`src/rtl/restoring_div_ctrl.sv`:
```
// ============================================================================
// Module   : restoring_div_ctrl
// Purpose  : Iterative unsigned restoring divider. Each clock performs one
//            shift / trial-subtract / restore step.
//            Optional macro DIV_EARLY_SKIP_EN skips the dividend's leading zeros.
// Revision : 1.0 - initial release
// ============================================================================
`default_nettype none

module restoring_div_ctrl #(
    parameter int BIT   = 16,
    parameter int CNT_W = $clog2(BIT + 1)
) (
    input  logic           clk,
    input  logic           rst_n,
    input  logic           start,
    input  logic [BIT-1:0] dividend,
    input  logic [BIT-1:0] divisor,
    output logic           busy,
    output logic           done,
    output logic [BIT-1:0] quotient,
    output logic [BIT-1:0] remainder,
    output logic           div_by_zero
);

    localparam logic [1:0] S_IDLE = 2'd0;
    localparam logic [1:0] S_ITER = 2'd1;
    localparam logic [1:0] S_DONE = 2'd2;

    localparam logic [CNT_W-1:0] c_FULL = CNT_W'(BIT);
    localparam logic [CNT_W-1:0] c_ONE  = CNT_W'(1);

    logic [1:0]       r_state;
    logic [1:0]       w_next;
    logic [CNT_W-1:0] r_cnt;
    logic [CNT_W-1:0] w_n;
    logic [BIT-1:0]   r_r;
    logic [BIT-1:0]   r_q;
    logic [BIT-1:0]   r_d;
    logic [BIT-1:0]   r_quot;
    logic [BIT-1:0]   r_rem;
    logic             r_dbz;
    logic [BIT-1:0]   w_q_init;
    logic             w_div_zero;

    logic [BIT:0]     w_r_sh;
    logic [BIT-1:0]   w_r_sub;
    logic [BIT-1:0]   w_r_new;
    logic             w_ge;
    logic [BIT-1:0]   w_q_new;

    assign w_div_zero = (divisor == '0);

`ifdef DIV_EARLY_SKIP_EN
    // Bit length of the dividend sets the iteration count; a zero dividend needs none.
    always_comb begin
        w_n = '0;
        for (int i = 0; i < BIT; i++) begin
            if (dividend[i]) begin
                w_n = CNT_W'(i + 1);
            end
        end
    end
    assign w_q_init = dividend << (c_FULL - w_n);
`else
    assign w_n      = c_FULL;
    assign w_q_init = dividend;
`endif

    // R < D always holds, so the shifted remainder needs one extra bit to
    // compare correctly; the difference itself always fits in BIT bits.
    assign w_r_sh  = {r_r, r_q[BIT-1]};
    assign w_ge    = (w_r_sh >= {1'b0, r_d});
    assign w_r_sub = w_r_sh[BIT-1:0] - r_d;
    assign w_r_new = w_ge ? w_r_sub : w_r_sh[BIT-1:0];
    assign w_q_new = {r_q[BIT-2:0], w_ge};

    // State register
    always_ff @(posedge clk or negedge rst_n) begin
        if (!rst_n) begin
            r_state <= S_IDLE;
        end else begin
            r_state <= w_next;
        end
    end

    // Next-state logic
    always_comb begin
        w_next = r_state;
        case (r_state)
            S_IDLE: begin
                if (start) begin
                    if (w_div_zero || (w_n == '0)) begin
                        w_next = S_DONE;
                    end else begin
                        w_next = S_ITER;
                    end
                end
            end
            S_ITER: begin
                if (r_cnt == c_ONE) begin
                    w_next = S_DONE;
                end
            end
            S_DONE:  w_next = S_IDLE;
            default: w_next = S_IDLE;
        endcase
    end

    // Output decode
    always_comb begin
        busy = 1'b0;
        done = 1'b0;
        case (r_state)
            S_ITER:  busy = 1'b1;
            S_DONE:  done = 1'b1;
            default: ;
        endcase
    end

    // Datapath: operand capture, iteration and result latching
    always_ff @(posedge clk or negedge rst_n) begin
        if (!rst_n) begin
            r_cnt  <= '0;
            r_r    <= '0;
            r_q    <= '0;
            r_d    <= '0;
            r_quot <= '0;
            r_rem  <= '0;
            r_dbz  <= 1'b0;
        end else begin
            case (r_state)
                S_IDLE: begin
                    if (start) begin
                        if (w_div_zero) begin
                            r_quot <= '1;
                            r_rem  <= dividend;
                            r_dbz  <= 1'b1;
                        end else begin
                            r_dbz <= 1'b0;
                            r_d   <= divisor;
                            r_r   <= '0;
                            r_q   <= w_q_init;
                            r_cnt <= w_n;
                            if (w_n == '0) begin
                                r_quot <= '0;
                                r_rem  <= '0;
                            end
                        end
                    end
                end
                S_ITER: begin
                    r_r   <= w_r_new;
                    r_q   <= w_q_new;
                    r_cnt <= r_cnt - c_ONE;
                    if (r_cnt == c_ONE) begin
                        r_quot <= w_q_new;
                        r_rem  <= w_r_new;
                    end
                end
                default: ;
            endcase
        end
    end

    assign quotient    = r_quot;
    assign remainder   = r_rem;
    assign div_by_zero = r_dbz;

endmodule

`default_nettype wire
```
`config.mk`:
```
export PLATFORM = sky130hd
export DESIGN_NAME = restoring_div_ctrl
export DESIGN_NICKNAME = d
export VERILOG_FILES = /design/src/rtl/restoring_div_ctrl.sv
export SDC_FILE = /design/constraint.sdc
export NUM_CORES = 1
export LEC_CHECK = 0
export BUFFER_PORTS_ARGS = -buffer_cell sky130_fd_sc_hd__buf_2
export CAP_MARGIN = 20
export CORE_UTILIZATION = 48
export DETAILED_ROUTE_END_ITERATION = 12
export GPL_ROUTABILITY_DRIVEN = 1
export GPL_TIMING_DRIVEN = 0
export PLACE_DENSITY = 0.72
export SYNTH_ARGS = -nofsm -noshare
export SYNTH_HDL_FRONTEND = slang
export SYNTH_SLANG_ARGS = --single-unit
export TNS_END_PERCENT = 100
```
`constraint.sdc`:
```
create_clock -name clk -period 5.3 [get_ports clk]
set_clock_uncertainty 0.05 [all_clocks]
set_input_delay 1.06 -clock clk [delete_from_list [all_inputs] [get_ports clk]]
set_output_delay 1.06 -clock clk [all_outputs]
set_load 0.05 [all_outputs]
```
==> results.md <==
- Status: finished, final reports clean
- Syn-to-layout area delta: 15.51%
- Max-Cap Viols: 0
- WP data arrival: 2280 ps
- Fin crit period: 3393 ps
- CORE AREA: 9284 sq um
- Fin crit share: 64.02%
- Total vias in the final route: 4150
- IO buf count: 69
- Async S/R FF share, synth: 100.0%
- Mapped Cells: 521
- Max-slew violations: 0
- Initial DRC count: 244
- Worst slew pin tran: 882.7 ps
- CP Max Fanout: 10
- Main synth FF type: dfrtp_1
- Final Hold Viols: 0
- CTS root buffer: clkbuf_8
- CTS tree: done
- Antenna cells: 0
- R2R Setup Slk: 2320 ps
- Fill cells: 869
- Initial DRT Pass Iterations: 5
- Synthesized area: 4616 sq um
- Fin nets: 656
- Worst Path Required: 4190 ps
- Avg WL per Cell: 16.07 um
- Vias in the first global route: 4048
- Post-CTS Hold Buffers: 0
- DRC: 0
- Maximum clock path buffer count: 2
- RSZ-0062 raised after global routing: false
- Clk_lat worst skew: 360 ps
- CP Cell Sequence: clkbuf_1, nand2b_1, inv_1, clkbuf_1, buf_2
- Worst r2r src: r_r[5]
- Final HPWL DP: 8966 um
- Initial antenna violation count: 0
- Post_cts resized: 0
- Dominant cells by area after synthesis: dfrtp_1 (48%), nand2_1 (9.4%), o21ai_0 (6.0%)
- Grt total ovfl: 0
- Syn Nets: 575
- Top cell type by total area after synthesis: dfrtp_1
- Synth cell types: 49
- DRT antenna net count: 0
- # clock sinks: 88
- Cell mode on critical path: clkbuf_1
- First-pass GRT wire length: 19670 um
- Largest net degree at the start of global routing: 56
- Yosys warns: 0
- Final setup TNS: 0 ps
- Final setup fails: 0
- Yosys reg bits: 88
- Via-per-instance ratio: 5.639
- Setup Crit Path Kind: reg2out
- Post-CTS setup buffers: 0
- GR Util All Layers: 25.22%
- EDFF count, synth: 0
- Reg2reg end: remainder[5]
- Reg2Reg Depth: 8
- Chip Width: 100.1 um
- Num CTS Buffers: 9
- Area fraction of the dominant cell type after synthesis: 47.71%
- Final wirelength: 11820 um
- I/O pins: 70
- Share of layout cells above drive strength 1: 15.82%
- Pre-CTS setup slack: 1861 ps
- Max frequency: 294.7 MHz
- Origin of the worst setup path: r_state[0]
- Die area: 10010 sq um
- Die height: 100.1 um
- Row count: 35
- Reg clk slew, reported paths: 100 ps
- Final WS setup: 1907 ps
- CTS H-tree depth: 3
- Part of the Yosys area used for sequential elements: 47.71%
- Largest stage delay, worst path: 440 ps
- Worst setup EP type: output pin
- Post-route insts no fill: 736
- Mapped Avg Cell Area: 8.859 sq um
- Worst relative slew slack: 40.94%
- Type of the most critical hold path: reg2reg
- CP Launch Type: flip-flop
- Initial Utilization: 49.72%
- Worst Hold Depth: 2
- Inst Count DP: 720
- GPL Wtd Cong: 0.9492
- Slowest cell on crit path: clkbuf_1
- Worst setup path endpoint: busy
==> cells in the final DEF (no fill, tap or decap), types with 3 or more instances in the layout <==
| master | Yosys | routed |
|---|---|---|
| o221ai_1 | 10 | 10 |
| buf_2 | 2 | 70 |
| nor3_1 | 9 | 9 |
| nor4_1 | 6 | 6 |
| o21ai_0 | 55 | 55 |
| dfrtp_1 | 88 | 88 |
| o21a_1 | 5 | 5 |
| inv_1 | 25 | 25 |
| a31oi_1 | 19 | 19 |
| clkbuf_8 | 0 | 9 |
| a211o_1 | 3 | 3 |
| a21oi_1 | 22 | 22 |
| o22ai_1 | 3 | 3 |
| or3_1 | 3 | 3 |
| nand2_1 | 115 | 115 |
| xnor2_1 | 5 | 5 |
| clkbuf_1 | 22 | 23 |
| nor2_1 | 39 | 39 |
| nor2b_1 | 3 | 3 |
| nand2b_1 | 3 | 3 |
| nand4_1 | 3 | 3 |
| xor2_1 | 9 | 9 |
| clkinv_4 | 0 | 3 |
| nand3_1 | 6 | 6 |
| and3_1 | 3 | 3 |
| mux2i_1 | 9 | 9 |
| ha_1 | 18 | 18 |
| a21o_1 | 7 | 7 |
| a211oi_1 | 4 | 4 |
==> Yosys cell counts, drive strengths merged, types with 2 or more instances <==
cell / count
nand2: 115
dfrtp: 88
o21ai: 55
nor2: 39
inv: 25
a21oi: 22
clkbuf: 22
a31oi: 19
ha: 18
o221ai: 10
mux2i: 9
nor3: 9
xor2: 9
a21o: 8
nand3: 6
nor4: 6
a211oi: 5
buf: 5
o21a: 5
xnor2: 5
a211o: 3
and3: 3
nand2b: 3
nand4: 3
nor2b: 3
o22ai: 3
or3: 3
a22oi: 2
nor4b: 2
o211ai: 2
o22a: 2
o31ai: 2
==> state kept, by name, summed over array words and instances (netlist names) <==
signal       cells
r_d             16
div_by_zero      1
r_cnt            5
r_r             16
quotient        16
r_q             16
remainder       16
r_state          2
==> worst max-delay path: cells and delay by family, from the launching register on <==
family / cells / cell delay, ps
buffers and inverters: 4 / 1340
flip-flops: 1 / 330
AND/OR/NAND/NOR: 1 / 240
==> logic make-up after synthesis <==
kind of cell               after synthesis  synth area share (%)
DFF                                     88                 47.71
adders and majority gates               19                 5.313
and+or+nand+nor                        195                 17.95
muxes                                   10                 2.196
xor gates and xnor gates                14                 2.657
buffers and inverters                   53                 4.608
AOI/OAI and AO/OA                      142                 19.57
==> routing by layer <==
metal / GRT usage [%] / routed length [um] / up-vias
li1: - / - / 1990
met4: 7.135 / 217 / 0
met3: 5.292 / 668 / 22
met2: 42.39 / 5512 / 134
met5: 0 / 0 / -
met1: 33.12 / 5426 / 2004
==> worst min path at each step <==
| stage | end | slack, ps | from |
|---|---|---|---|
| after floorplan | r_d[0] | 400 | r_d[0] |
| final | quotient[12] | 420 | quotient[12] |
| after detailed placement | quotient[12] | 400 | quotient[12] |
| after CTS | quotient[12] | 430 | quotient[12] |
| after global placement | quotient[9] | 390 | quotient[9] |
| after global routing | quotient[8] | 450 | quotient[8] |
==> metrics by stage <==
step | util [%] | cell area [sq um] | hold slack (ps)
floorplan | - | 4616 | 399.7
CTS | 57.43 | 5331 | 425.4
finish | 57.43 | 5331 | 417.7
detailed placement | 55.50 | 5152 | 401.9
global placement | 55.18 | 5122 | 394.6
global route | 57.43 | 5331 | 446.6
==> area by class of cell <==
cell class | instances | area (sq um) | area share (%)
plain buffers | 27 | 115.1 | 2.159
clock buffers | 10 | 127.6 | 2.394
clock inverters | 6 | 51.30 | 0.9622
inverters | 26 | 97.59 | 1.831
multi-input cells | 380 | 2201 | 41.28
flip-flops and latches | 88 | 2202 | 41.30
well taps | 129 | 161.4 | 3.027
repair buffers | 70 | 375.4 | 7.041
Power is left out: the tool's default activity adds up to more than one toggle a clock period on the data nets, which glitch-free logic cannot reach.
